==> config.mk <==
export PLATFORM = sky130hd
export DESIGN_NAME = friscv_lsu
export DESIGN_NICKNAME = d
export VERILOG_FILES = /design/src/rtl/friscv_lsu.sv
export SDC_FILE = /design/constraint.sdc
export NUM_CORES = 1
export LEC_CHECK = 0
export CAP_MARGIN = 20
export CORE_ASPECT_RATIO = 0.8
export CORE_MARGIN = 10
export CORE_UTILIZATION = 37
export DETAILED_ROUTE_END_ITERATION = 12
export PLACE_DENSITY = 0.85
export SKIP_CTS_REPAIR_TIMING = 1
export SYNTH_ARGS = -nofsm -noshare
export SYNTH_HDL_FRONTEND = slang
export SYNTH_SLANG_ARGS = --single-unit
==> constraint.sdc <==
create_clock -name clk -period 2.7 [get_ports clk]
set_input_delay 0.27 -clock clk [delete_from_list [all_inputs] [get_ports clk]]
set_output_delay 0.27 -clock clk [all_outputs]
set_load 0.1 [all_outputs]
==> src/rtl/friscv_lsu.sv <==
// Load/store unit: one request at a time through IDLE -> ISSUE -> (WAIT) -> RESP,
// steering store lanes/byte enables and extending load lanes from a sync-read dmem.
module friscv_lsu #(
  parameter int ARCH            = 32,
  parameter int DMEM_ADDR_WIDTH = 12
) (
  input  logic                       clk,
  input  logic                       rst,
  input  logic                       req_valid_i,
  output logic                       req_ready_o,
  input  logic                       req_store_i,
  input  logic [2:0]                 req_funct3_i,
  input  logic [ARCH-1:0]            req_addr_i,
  input  logic [ARCH-1:0]            req_wdata_i,
  input  logic [4:0]                 req_rd_i,
  output logic                       rsp_valid_o,
  output logic [ARCH-1:0]            rsp_rdata_o,
  output logic [4:0]                 rsp_rd_o,
  output logic                       rsp_err_o,
  output logic                       dmem_en_o,
  output logic                       dmem_we_o,
  output logic [3:0]                 dmem_be_o,
  output logic [DMEM_ADDR_WIDTH-1:0] dmem_addr_o,
  output logic [ARCH-1:0]            dmem_wdata_o,
  input  logic [ARCH-1:0]            dmem_rdata_i,
  output logic [1:0]                 dbg_state_o
);

  typedef enum logic [1:0] {IDLE, ISSUE, WAIT, RESP} state_t;

  // Handshake: a request is taken on a rising edge where req_valid_i & req_ready_o;
  // ready depends on state only; responses are single-cycle pulses with no backpressure.
  state_t     state;
  logic       store_q;
  logic [2:0] funct3_q;
  logic [1:0] addr_q;
  logic [4:0] rd_q;

  logic            f3_ok;
  logic            misaligned;
  logic            req_err;
  logic [3:0]      st_be;
  logic [ARCH-1:0] st_wdata;
  logic [7:0]      ld_byte;
  logic [15:0]     ld_half;
  logic [ARCH-1:0] ld_ext;
  logic            unused_addr_hi;

  assign req_ready_o    = (state == IDLE);
  assign dbg_state_o    = state;
  assign unused_addr_hi = ^req_addr_i[ARCH-1:DMEM_ADDR_WIDTH];

  always_comb begin
    f3_ok = 1'b0;
    case (req_funct3_i)
      3'b000, 3'b001, 3'b010: f3_ok = 1'b1;
      3'b100, 3'b101:         f3_ok = !req_store_i;
      default:                f3_ok = 1'b0;
    endcase
    misaligned = ((req_funct3_i[1:0] == 2'b01) && req_addr_i[0]) ||
                 ((req_funct3_i[1:0] == 2'b10) && (req_addr_i[1:0] != 2'b00));
    req_err = !f3_ok || misaligned;
  end

  always_comb begin
    st_be    = 4'b1111;
    st_wdata = req_wdata_i;
    case (req_funct3_i[1:0])
      2'b00: begin
        st_be    = 4'b0001 << req_addr_i[1:0];
        st_wdata = {(ARCH/8){req_wdata_i[7:0]}};
      end
      2'b01: begin
        st_be    = req_addr_i[1] ? 4'b1100 : 4'b0011;
        st_wdata = {(ARCH/16){req_wdata_i[15:0]}};
      end
      default: ;
    endcase
  end

  always_comb begin
    ld_byte = dmem_rdata_i[{addr_q, 3'b000} +: 8];
    ld_half = dmem_rdata_i[{addr_q[1], 4'b0000} +: 16];
    case (funct3_q)
      3'b000:  ld_ext = {{(ARCH-8){ld_byte[7]}}, ld_byte};
      3'b001:  ld_ext = {{(ARCH-16){ld_half[15]}}, ld_half};
      3'b100:  ld_ext = {{(ARCH-8){1'b0}}, ld_byte};
      3'b101:  ld_ext = {{(ARCH-16){1'b0}}, ld_half};
      default: ld_ext = dmem_rdata_i;
    endcase
  end

  // All outputs default to zero each cycle so each one is live only in its own state.
  always_ff @(posedge clk or posedge rst) begin
    if (rst) begin
      state        <= IDLE;
      store_q      <= 1'b0;
      funct3_q     <= 3'b000;
      addr_q       <= 2'b00;
      rd_q         <= 5'd0;
      rsp_valid_o  <= 1'b0;
      rsp_rdata_o  <= '0;
      rsp_rd_o     <= 5'd0;
      rsp_err_o    <= 1'b0;
      dmem_en_o    <= 1'b0;
      dmem_we_o    <= 1'b0;
      dmem_be_o    <= 4'b0000;
      dmem_addr_o  <= '0;
      dmem_wdata_o <= '0;
    end else begin
      rsp_valid_o  <= 1'b0;
      rsp_rdata_o  <= '0;
      rsp_rd_o     <= 5'd0;
      rsp_err_o    <= 1'b0;
      dmem_en_o    <= 1'b0;
      dmem_we_o    <= 1'b0;
      dmem_be_o    <= 4'b0000;
      dmem_addr_o  <= '0;
      dmem_wdata_o <= '0;
      case (state)
        IDLE: begin
          if (req_valid_i) begin
            store_q  <= req_store_i;
            funct3_q <= req_funct3_i;
            addr_q   <= req_addr_i[1:0];
            rd_q     <= req_rd_i;
            if (req_err) begin
              state       <= RESP;
              rsp_valid_o <= 1'b1;
              rsp_err_o   <= 1'b1;
            end else begin
              state       <= ISSUE;
              dmem_en_o   <= 1'b1;
              dmem_we_o   <= req_store_i;
              dmem_addr_o <= req_addr_i[DMEM_ADDR_WIDTH-1:0];
              if (req_store_i) begin
                dmem_be_o    <= st_be;
                dmem_wdata_o <= st_wdata;
              end
            end
          end
        end
        ISSUE: begin
          if (store_q) begin
            state       <= RESP;
            rsp_valid_o <= 1'b1;
          end else begin
            state <= WAIT;
          end
        end
        WAIT: begin
          state       <= RESP;
          rsp_valid_o <= 1'b1;
          rsp_rdata_o <= ld_ext;
          rsp_rd_o    <= rd_q;
        end
        default: state <= IDLE;
      endcase
    end
  end

endmodule
# After elaboration in Yosys (flattened, before gate mapping)
# Index checks and enable logic that the tools add are counted.
# Widths: inputs -> output; s select.
op_classes:
  add_sub_neg: 0
  mul: 0
  n_div: 0
  order_cmp: 0
  eq_ne: 12
  n_shift: 3
  mux: 33
  bitwise: 0
  n_reduce_logical: 14
op_table:
  columns: ["operator", "count"]
  rows:
  - ["$mux 32", 5]
  - ["$pmux 32 s4", 1]
  - ["$pmux 32 s2", 1]
  - ["$mux 12", 3]
  - ["$shiftx 32x6->16", 1]
  - ["$shiftx 32x6->8", 1]
  - ["$mux 4", 5]
  - ["$eq 3x3->1 const B", 4]
  - ["$mux 1", 11]
  - ["$pmux 4 s2", 1]
  - ["$eq 3x1->1 const B", 2]
  - ["$logic_not 3->1", 2]
  - ["$pmux 2 s3", 1]
  - ["$mux 5", 1]
  - ["$eq 2x1->1 const B", 2]
  - ["$eq 2x2->1 const B", 2]
  - ["$logic_not 2->1", 2]
  - ["$mux 2", 2]
  - ["$shl 1x2->4 const A", 1]
  - ["$eq 3x2->1 const B", 1]
  - ["$pmux 1 s3", 1]
  - ["$reduce_or 3->1", 1]
  - ["$logic_and 1x1->1", 2]
  - ["$logic_not 1->1", 2]
  - ["other kinds (6)", 7]
totals:
  regBits: 102
  latchBits: 0
  ramBits: 0
  romBits: 0
  inputBits: 108
  out_inout_bits: 92
  wordCells: 76
  memories: 0

# Depth between registers and ports, before layout
depth:
  word_depth: 8
  mapped_depth: 8
  depth_no_buf: 6

# Least setup slack after synthesis
# Ideal clock, no wire load.
synth_timing:
  path_kind: "reg2reg"
  start: "register state[0], in the netlist dbg_state_o[0]"
  end: "register addr_q[1]"
  t_arrival_ns: 2.762
  path_slack_ns: -0.187
  path_stages_with_launch: 6
  synth_period_minus_slack_ns: 2.887
  path_cell_list: "dfrtp_1 -> inv_1 -> ha_1 -> nand2_1 -> buf_1 -> mux2_2"
synth_via:
  elab_chain_cells: 2
synth_rtl:
  columns: ["element", "line", "rtl"]
  rows:
  - ["start: declaration", "33", "state_t state;"]
  - ["start signal: assignment", "96", "state <= IDLE;"]
  - ["start signal: assignment", "128", "state <= RESP;"]
  - ["start signal: assignment", "132", "state <= ISSUE;"]
  - ["$logic_not 2->1", null, null]
  - ["via req_ready_o", "10", "output logic req_ready_o,"]
  - ["$reduce_and 2->1 (no line)", null, null]
  - ["end signal: assignment", "125", "addr_q <= req_addr_i[1:0];"]
  - ["end: declaration", "36", "logic [1:0] addr_q;"]
# The timed path passes the listed nets, and every way through them passes these cells.
# A chain may end at the register's enable or synchronous reset.

# Worst setup path after layout
layout_timing:
  start: "input req_addr_i[0]"
  end: "register dmem_wdata_o[2]"
layout_via:
  elab_chain_cells: 7
  elab_cells_between_ends: 8
layout_rtl:
  columns: ["element", "line", "rtl"]
  rows:
  - ["start: declaration", "13", "input logic [ARCH-1:0] req_addr_i,"]
  - ["$reduce_bool 2->1", "61", "((req_funct3_i[1:0] == 2'b10) && (req_addr_i[1:0] != 2'b00));"]
  - ["$logic_and 1x1->1", "61", null]
  - ["$logic_or 1x1->1 *", "60", "misaligned = ((req_funct3_i[1:0] == 2'b01) && req_addr_i[0]) ||"]
  - ["$logic_or 1x1->1 *", "62", "req_err = !f3_ok || misaligned;"]
  - ["$mux 32 *", "127", "if (req_err) begin"]
  - ["$mux 32 *", "122", "if (req_valid_i) begin"]
  - ["$mux 32 *", "120", "case (state)"]
  - ["end signal: assignment", "138", "dmem_wdata_o <= st_wdata;"]
  - ["end: declaration", "24", "output logic [ARCH-1:0] dmem_wdata_o,"]
# Every way passes the cells marked *; elsewhere a longest branch is shown, timed or not.

==> flow_metrics.tcl <==
set metrics [dict create \
    portBuffers 179 \
    p_per_area_nw_per_um2 1200 \
    clock_latency_ns 0.33 \
    placed_area_um2 5990 \
    grt_busiest_layer "met2" \
    grt_use_met1_pct 19.6 \
    dp_cells 694 \
    yosysWarningCount 0 \
    boundaryPins 200 \
    fin_crit_ns 2.10 \
    ff2ff_setup_slack_ns 0.74 \
    clk_pin_slew_ns 0.06 \
    track_usage_pct 15.7 \
    cts_tree "built" \
    p_leak_nw 3.14 \
    status "completed" \
    synth_area_per_cell_um2 11.2 \
    diodes 0 \
    worst_pin_slew_ns 0.673 \
    drive_gt1_share_pct 25.3 \
    worstSetupPathType "in -> reg" \
    fin_crit_sh_pct 77.6 \
    min-delay-path-class "in -> async" \
    reg2reg_depth 4 \
    die_w_um 140 \
    r2r_end "rsp_rdata_o[9]" \
    stdcell_count 710 \
    grt_remaining_overflow 0 \
    avgRoutedWirePerCell_um 19.0 \
    cts_root_buffer "clkbuf_16" \
    fp.coreArea_um2 11400 \
    grt_pass1_vias 3647 \
    hpwl_um 10400 \
    vdd_drop_max_uv 897 \
    met3_usage_pct 4.96 \
    cts_made_buffers 9 \
    skew_ns 0.00844 \
    wirelength_um 13500 \
    firstDrtPassIters 5 \
    clkSinkCount 102 \
    cp.arrival_ns 2.36 \
    die_h_um 116 \
    yosysSeqAreaShare_pct 59.7 \
    start_util_pct 37.5 \
    rsz0062_at_grt "false" \
    drc 0 \
    nets 669 \
    die_area_um2 16300 \
    timing.max_slew.rel_slack_pct 55.1 \
    rows 35 \
    end_kind "flop" \
    grt_max_degree 103 \
    fin_setup_tns_ns 0 \
    fin_hold_ws_ns 0.432 \
    cp_data_required_time_ns 2.97 \
    fmaxAchievable_mhz 477 \
    clk_path_buf_depth 2 \
    synth_area_um2 4270 \
    drtIter0Drc 373 \
    ys_ff_latch 102 \
    syn_nets 493 \
    antenna_left 0 \
    grt_first_pass_wirelength_um 20500 \
    met2_usage_pct 26.1 \
    place_congestion 0.836 \
    synthCells 381 \
    vias 3525 \
    cap_violations 0 \
    setup_viol_count_final 0 \
    finalPower_mw 7.58 \
    antenna_found_initial 0 \
    cp-start-kind "input port" \
    fin_area_um2 6300 \
    hold_violations 0 \
    post_synth_num_cell_types 40 \
    syn2layout_area_growth_pct 47.4 \
    h-tree-depth 3 \
    r2r-start "addr_q[1]" \
    slew_violations 0 \
    worstPathMaxFanout 9 \
    viasPerCell 4.96 \
]
[cell usage in the layout (no fill, tap or decap), types with 3 or more instances in the layout]
cell type and n:
a211oi_1 3, a21oi_1 19, a21oi_2 3, a22oi_1 6, and2_1 25, buf_4 100, clkbuf_16 9, clkdlybuf4s50_1 87
dfrtp_1 100, ha_1 4, inv_1 8, mux2_2 10, mux2i_1 26, nand2_1 53, nand2b_1 4, nor2_1 40
nor2b_1 3, o21ai_0 13, o221a_2 7, o22ai_1 7, o31a_1 7
[flip-flops by register name, summed over array words and instances (netlist names)]
signal,cells
dbg_state_o,2
dmem_en_o,1
addr_q,2
rsp_valid_o,1
rd_q,5
dmem_be_o,4
dmem_wdata_o,32
dmem_addr_o,12
store_q,1
dmem_we_o,1
rsp_rd_o,5
rsp_rdata_o,32
funct3_q,3
rsp_err_o,1
[layer usage]
layer  vias to the layer above  wire, um  share of wire [%]
li1                       1655         -                  -
met1                      1722      5670                 42
met2                       137      6720                 50
met3                        11       907                6.7
met4                         0       180                1.3
met5                         -         0                  0
[metrics by stage]
stage / worst slack, ns / utilization [%]
after floorplan: 0.0669 / -
after global placement: 0.490 / 52.6
after detailed placement: 0.322 / 52.6
after CTS: 0.652 / 55.3
after global routing: 0.517 / 55.3
final: 0.604 / 55.3
[kinds of logic after synthesis]
| family | share of synthesized area [%] |
|---|---|
| AO/OA/AOI/OAI | 12.9 |
| adder cells (fa/ha/maj) | 1.17 |
| flip-flops | 59.7 |
| multiplexers | 8.72 |
| AND/OR/NAND/NOR | 13.9 |
| buffers and inverters | 3.63 |
[worst max-delay path by stage]
stage          slack [ns]      startpoint               to
2_1_floorplan        0.07  dbg_state_o[0]        addr_q[1]
3_3_place_gp         0.49   req_addr_i[0]  dmem_wdata_o[0]
3_5_place_dp         0.32   req_addr_i[0]  dmem_wdata_o[2]
4_1_cts              0.65   req_addr_i[0]  dmem_wdata_o[2]
5_1_grt              0.52   req_addr_i[0]  dmem_wdata_o[2]
6_report             0.60   req_addr_i[0]  dmem_wdata_o[2]
[power breakdown]
group / internal [mW] / switching (mW)
logic: 0.997 / 3.08
registers: 1.90 / 0.248
clock network: 0.815 / 0.542
total: 3.71 / 3.87
[cells in the mapped netlist]
library cell | count | share of area (%)
dfrtp_1 | 102 | 60
nand2_1 | 53 | 4.7
nor2_1 | 40 | 3.5
mux2i_1 | 26 | 6.1
and2_1 | 25 | 3.7
a21oi_1 | 19 | 2.2
o21ai_0 | 13 | 1.5
mux2_2 | 10 | 2.6
buf_2 | 9 | 1.1
inv_1 | 9 | 0.79
clkbuf_1 | 7 | 0.61
o221a_2 | 7 | 1.8
o22ai_1 | 7 | 1.0
o31a_1 | 7 | 1.4
a22oi_1 | 6 | 1.1
ha_1 | 4 | 1.2
nand2b_1 | 4 | 0.59
a211oi_1 | 3 | 0.53
a21oi_2 | 3 | 0.61
nor2b_1 | 3 | 0.44
buf_1 | 2 | 0.18
buf_4 | 2 | 0.35
buf_6 | 2 | 0.53
o211ai_1 | 2 | 0.35
a21o_1 | 1 | 0.18
a221o_1 | 1 | 0.23
a32oi_1 | 1 | 0.20
and2_0 | 1 | 0.15
and2b_1 | 1 | 0.18
clkbuf_2 | 1 | 0.12
nand3_1 | 1 | 0.12
nand3b_1 | 1 | 0.18
nand4_1 | 1 | 0.15
o2111ai_4 | 1 | 0.61
o21bai_1 | 1 | 0.18
o22ai_2 | 1 | 0.29
o31ai_1 | 1 | 0.18
o41ai_2 | 1 | 0.38
or2_2 | 1 | 0.15
or3_1 | 1 | 0.15
[cell type report]
type / count / area [um^2]
clock buffer: 11 / 233
inverter: 9 / 37.5
timing repair buffer: 188 / 1640
sequential: 102 / 2550
multi-input combinational: 247 / 1570
clock inverter: 5 / 81.3
tap: 148 / 185
fill: 966 / 5090
[critical path, cell delays in order]
cell	delay, ns
clkdlybuf4s50_1	0.55
o41ai_2	0.52
nand4_1	0.45
inv_1	0.38
and2_1	0.19
Power figures use the tool's default switching activity.
==> patch 1: new RTL, config.mk and constraints unchanged <==
Set the parameter `DMEM_ADDR_WIDTH` to 13 (it was 12).
--- a/src/rtl/friscv_lsu.sv
+++ b/src/rtl/friscv_lsu.sv
@@ -4,3 +4,3 @@
   parameter int ARCH            = 32,
-  parameter int DMEM_ADDR_WIDTH = 12
+  parameter int DMEM_ADDR_WIDTH = 13
 ) (
Ports: changed (resized dmem_addr_o); port bits go from 200 to 201. The function was not compared with the original's and may differ.
==> patch 1 against the unedited design <==
  * Sequential cell count is 1 higher
  * First-iteration DRC count is 24% lower
  * Cell area is 0.85% higher
  * Utilization is 0.26 points higher
  * Power is 0.40% higher
  * Area after synthesis is 0.73% higher
  * Worst setup slack better by 93 ps
  * Routed wire length is 1.1% lower
  * Fmax is 4.6% higher
  * Critical path type is now flip-flop to flip-flop
==> patch 1: results (changes against the unedited design) <==
setup_path:
  ff2ff_setup_slack_ps: 700  # -40 ps
  path_max_fanout: 14  # +5
  startpoint_type: "flip-flop"
  reg2reg_from: "dbg_state_o[0]"
  rr_endpoint: "dmem_addr_o[11]"
  ff2ff_path_depth: 5  # +1
yosys:
  synth.distinct_cells: 40  # unchanged
  syn_nets: 495  # +0.41%
  synth_compound_area_share_pct: 12.8  # -0.093 points
  synth_xor_area_share_pct: 0  # unchanged
  synth-adder-area-share_pct: 1.16  # -0.0085 points
  yosys_warnings: 0  # unchanged
  synth_mux_area_share_pct: 8.66  # -0.063 points
  synth_async_sr_flop_share_pct: 100  # unchanged
  synth_common_cells: "103 x dfrtp_1, 53 x nand2_1, 40 x nor2_1"
  synth_area_leaders: "dfrtp_1 60%, mux2i_1 6.0%, nand2_1 4.6%"
  ys_seq_area_share_pct: 59.9  # +0.15 points
sta:
  hold_viol_final: 0  # unchanged
  maxSlewViolCount: 0  # unchanged
  fin_worst_skew_ps: 6.92  # -1.52 ps
  holdWs_ps: 453  # +20.6 ps
  worst_pin_slew_ps: 681  # +7.95 ps
routing:
  routed_wl_um: 13300  # -1.1%
  drt-initial-drc-count: 283  # -24%
  postRouteAntennaNets: 0  # unchanged
  firstDrtPassIters: 5  # unchanged
  vias_per_cell: 4.98  # +0.23%
placement:
  io_buffers: 181  # +1.1%
  dpl.hpwl_um: 10500  # +0.63%
  place.gp.congestion: 0.867  # +3.6%
pwr:
  static-leakage-power_uw: 0.00317  # +0.94%
  vdd_ir_drop_max_mv: 0.751  # -16%
run_status:
  status: "completed"
clock_network:
  clock-root-buffer: "clkbuf_16"
  cts_htree_levels: 3  # unchanged
  clk_latency_ps: 330  # about the same
  cts_buffer_depth: 2  # unchanged
  cts_buffers: 9  # unchanged
  cts.reportedPaths.clkPinSlew_ps: 70
cells_and_area:
  n_antenna_cell: 0  # unchanged
  top_regs: "dmem_wdata_o x32, rsp_rdata_o x32, dmem_addr_o x13"
  drive_above_1_share_pct: 25.0  # -0.31 points
  fin_nets: 672  # +0.45%
grt:
  grt_pass1_wl_um: 20700  # +0.64%
  grt_usage_pct: 15.8  # +0.14 points
  first_global_vias: 3818  # +4.7%
  antenna_found_initial: 0  # unchanged
  grt_max_degree: 104  # +0.97%
hold_path:
  hold_class: "input pin to asynchronous set/reset pin"
patch 1: area by class of cell:
cell class,count,area (um^2)
Tap cell,148,185
Inverter,9,37.5
Fill cell,961,5080
Clock buffer,12,236
Timing Repair Buffer,189,1660
Multi-Input combinational cell,248,1570
Sequential cell,103,2580
Clock inverter,4,77.6
patch 1: cell families (layout without fill, tap and decap cells):
group / after synthesis / count (layout)
adder cells (fa/ha/maj): 4 / 4
buffers and inverters: 32 / 214
multiplexers: 36 / 36
AO/OA/AOI/OAI: 75 / 75
flip-flops: 103 / 103
AND/OR/NAND/NOR: 133 / 133
patch 1: how the worst max path moves through the flow:
stage	end	slack, ps	cells past startpoint
6_report	dmem_addr_o[11]	700	5
3_5_place_dp	dmem_wdata_o[4]	520	7
4_1_cts	dmem_addr_o[11]	710	5
5_1_grt	dmem_addr_o[11]	550	5
3_3_place_gp	dmem_wdata_o[2]	590	7
2_1_floorplan	addr_q[1]	70	5
patch 1: report_power, final:
| group | total (uW) | switching, uW | internal, uW |
|---|---|---|---|
| Clock | 1360 | 541 | 819 |
| Combinational | 4090 | 3090 | 1000 |
| Sequential | 2160 | 245 | 1920 |
patch 1: per-stage QoR:
stage,cell area (um^2),power (uW),utilization [%],instances,worst slack (ps)
CTS,6350,7670,55.6,713,708
finish,6350,7610,55.6,713,696
floorplan,4310,5300,-,383,66.9
global route,6350,7940,55.6,713,554
global placement,6040,6220,52.8,697,588
detailed placement,6040,6290,52.8,697,520
patch 1: metal layers:
layer  track usage (%)  vias up  wire length, um
li1                  -     1648                -
met1              18.9     1737             5390
met2              27.1      155             6800
met3              5.12        8             1010
met4              4.12        0              123
met5                 0        -                0
patch 1: worst max-delay path, stage by stage (launching register included):
cell and delay (ps):
dfrtp_2 440, inv_1 100, ha_1 320, nand2_1 280, and2b_1 580, and2_1 200
==> patch 2: new RTL, same flow settings <==
Made on the original files. Put one more register stage on the output `dbg_state_o`, cleared by the reset. The value now appears one clock later. The other outputs are not delayed to match.
--- a/src/rtl/friscv_lsu.sv
+++ b/src/rtl/friscv_lsu.sv
@@ -49,3 +49,9 @@
   assign req_ready_o    = (state == IDLE);
-  assign dbg_state_o    = state;
+  always_ff @(posedge clk or posedge rst) begin
+    if (rst) begin
+      dbg_state_o <= '0;
+    end else begin
+      dbg_state_o <= state;
+    end
+  end
   assign unused_addr_hi = ^req_addr_i[ARCH-1:DMEM_ADDR_WIDTH];
Formal check against the unedited RTL: not equivalent (Yosys sat finds a counterexample within 4 cycles, from zero or initial values and one cycle with rst high).
==> patch 2 against the unedited design <==
  * Count of clock-buffer cells in the layout down 1
  * Clock skew is essentially flat
  * Combinational power up 11%
  * Critical path type is now flip-flop to flip-flop
  * Power is 5.6% higher
  * Clock power is 3% lower
  * Routed wire length is 4.5% higher
  * Worst setup slack got worse by 110 ps
  * Sequential cell count up 2
  * Cell area is 4.3% higher
  * Largest power group unchanged
  * Area after synthesis is 6.9% higher
==> patch 2: results (changes against the unedited design) <==
setup_path:
  cpMaxStageDelayCell: "nand4_1"
  path_max_fanout: 17  # +8
  arrival_ps: 2450  # +90 ps
  cpPeakStageDelay_ps: 580  # +30 ps
routing:
  dr_total_vias: 3817  # +8.3%
  drt-initial-drc-count: 285  # -24%
  firstDrtPassIters: 6  # +1
  wl_per_cell_um: 19.2  # +1.2%
placement:
  dpl.hpwl_um: 10600  # +2.4%
  place.gp.congestion: 0.798  # -4.6%
  io_buffers: 179  # unchanged
  placed_cell_area_mm2: 0.00627  # +4.8%
hold_path:
  hold_class: "input pin to asynchronous set/reset pin"
yosys:
  synth_area_leaders: "dfrtp_1 57%, mux2i_1 5.3%, mux2_2 4.7%"
  ys_seq_area_share_pct: 57.0  # -2.7 points
  synth_async_sr_flop_share_pct: 100  # unchanged
  synth.distinct_cells: 34  # -15%
  yosys_most_used_dff: "dfrtp_1"
  yosys_warnings: 0  # unchanged
  syn_nets: 517  # +4.9%
  synth_common_cells: "104 x dfrtp_1, 31 x and2_1, 31 x nand2_1"
cells_and_area:
  fin_nets: 688  # +2.8%
  top_regs: "dmem_wdata_o x32, rsp_rdata_o x32, dmem_addr_o x12"
  drive_above_1_share_pct: 26.9  # +1.6 points
pwr:
  vdd_ir_drop_max_mv: 0.852  # -5.0%
  static-leakage-power_uw: 0.00314  # +0.18%
clock_network:
  cts_buffer_depth: 2  # unchanged
  cts.reportedPaths.clkPinSlew_ps: 70
  cts_buffers: 9  # unchanged
  cts_htree_levels: 3  # unchanged
  clock-root-buffer: "clkbuf_16"
  clk_latency_ps: 350  # +20 ps
run_status:
  status: "completed"
grt:
  grt_usage_pct: 16.1  # +0.38 points
  grt_max_degree: 105  # +1.9%
  grt_pass1_wl_um: 21700  # +5.7%
  first_global_vias: 4054  # +11%
  antenna_found_initial: 0  # unchanged
sta:
  fin_worst_skew_ps: 8.73  # +0.293 ps
  worst_pin_slew_ps: 802  # +129 ps
[patch 2: layout make-up]
class / instances / area (um^2)
fill: 1025 / 5550
sequential: 104 / 2600
multi-input combinational: 261 / 1790
timing repair buffer: 189 / 1650
clock buffer: 10 / 229
tap: 152 / 190
clock inverter: 6 / 67.6
inverter: 11 / 45.0
[patch 2: through the flow]
step	hold slack, ps	util (%)	setup slack (ps)	cells
after global placement	447	51.8	649	717
final	447	54.2	494	733
after floorplan	399	-	355	405
after detailed placement	467	51.8	519	717
after CTS	460	54.2	511	733
after global routing	480	54.2	240	733
[patch 2: critical path, delay by kind of cell (launching register included)]
family / cells / cell delay (ps)
buffers and inverters: 2 / 330
AOI/OAI and AO/OA: 1 / 330
DFF: 1 / 440
adders and majority gates: 1 / 180
and+or+nand+nor: 2 / 820
[patch 2: layer usage]
metal  wire length (um)  global-route usage (%)
met1               5400                    17.9
met2               6940                    26.8
met3               1440                    6.83
met4                297                    5.86
met5                  0                       0
[patch 2: worst paths after layout]
kind                                          to     startpoint  depth (start not counted)  slack (ps)
worst max-delay path             rsp_rdata_o[16]       state[0]                          6         490
worst min-delay path                 rsp_rd_o[3]            rst                          3         450
worst max register to register   rsp_rdata_o[16]       state[0]                          6         490
worst min register to register       rsp_rd_o[0]        rd_q[0]                          1         480
max in group asynchronous       dmem_wdata_o[25]            rst                          3        1860
min in group clk                  dmem_addr_o[6]  req_addr_i[6]                          2         470
[patch 2: kinds of logic after synthesis]
logic type,after synthesis,synth area share (%)
AOI/OAI and AO/OA,87,13.9
adders and majority gates,4,1.10
buffers and inverters,40,3.89
DFF,104,57.0
muxes,43,9.94
and+or+nand+nor,127,14.2
[patch 2: report_power, final]
part           internal [uW]  switching, uW
clock                    726            594
combinational           1100           3430
sequential              1960            197
total                   3790           4220
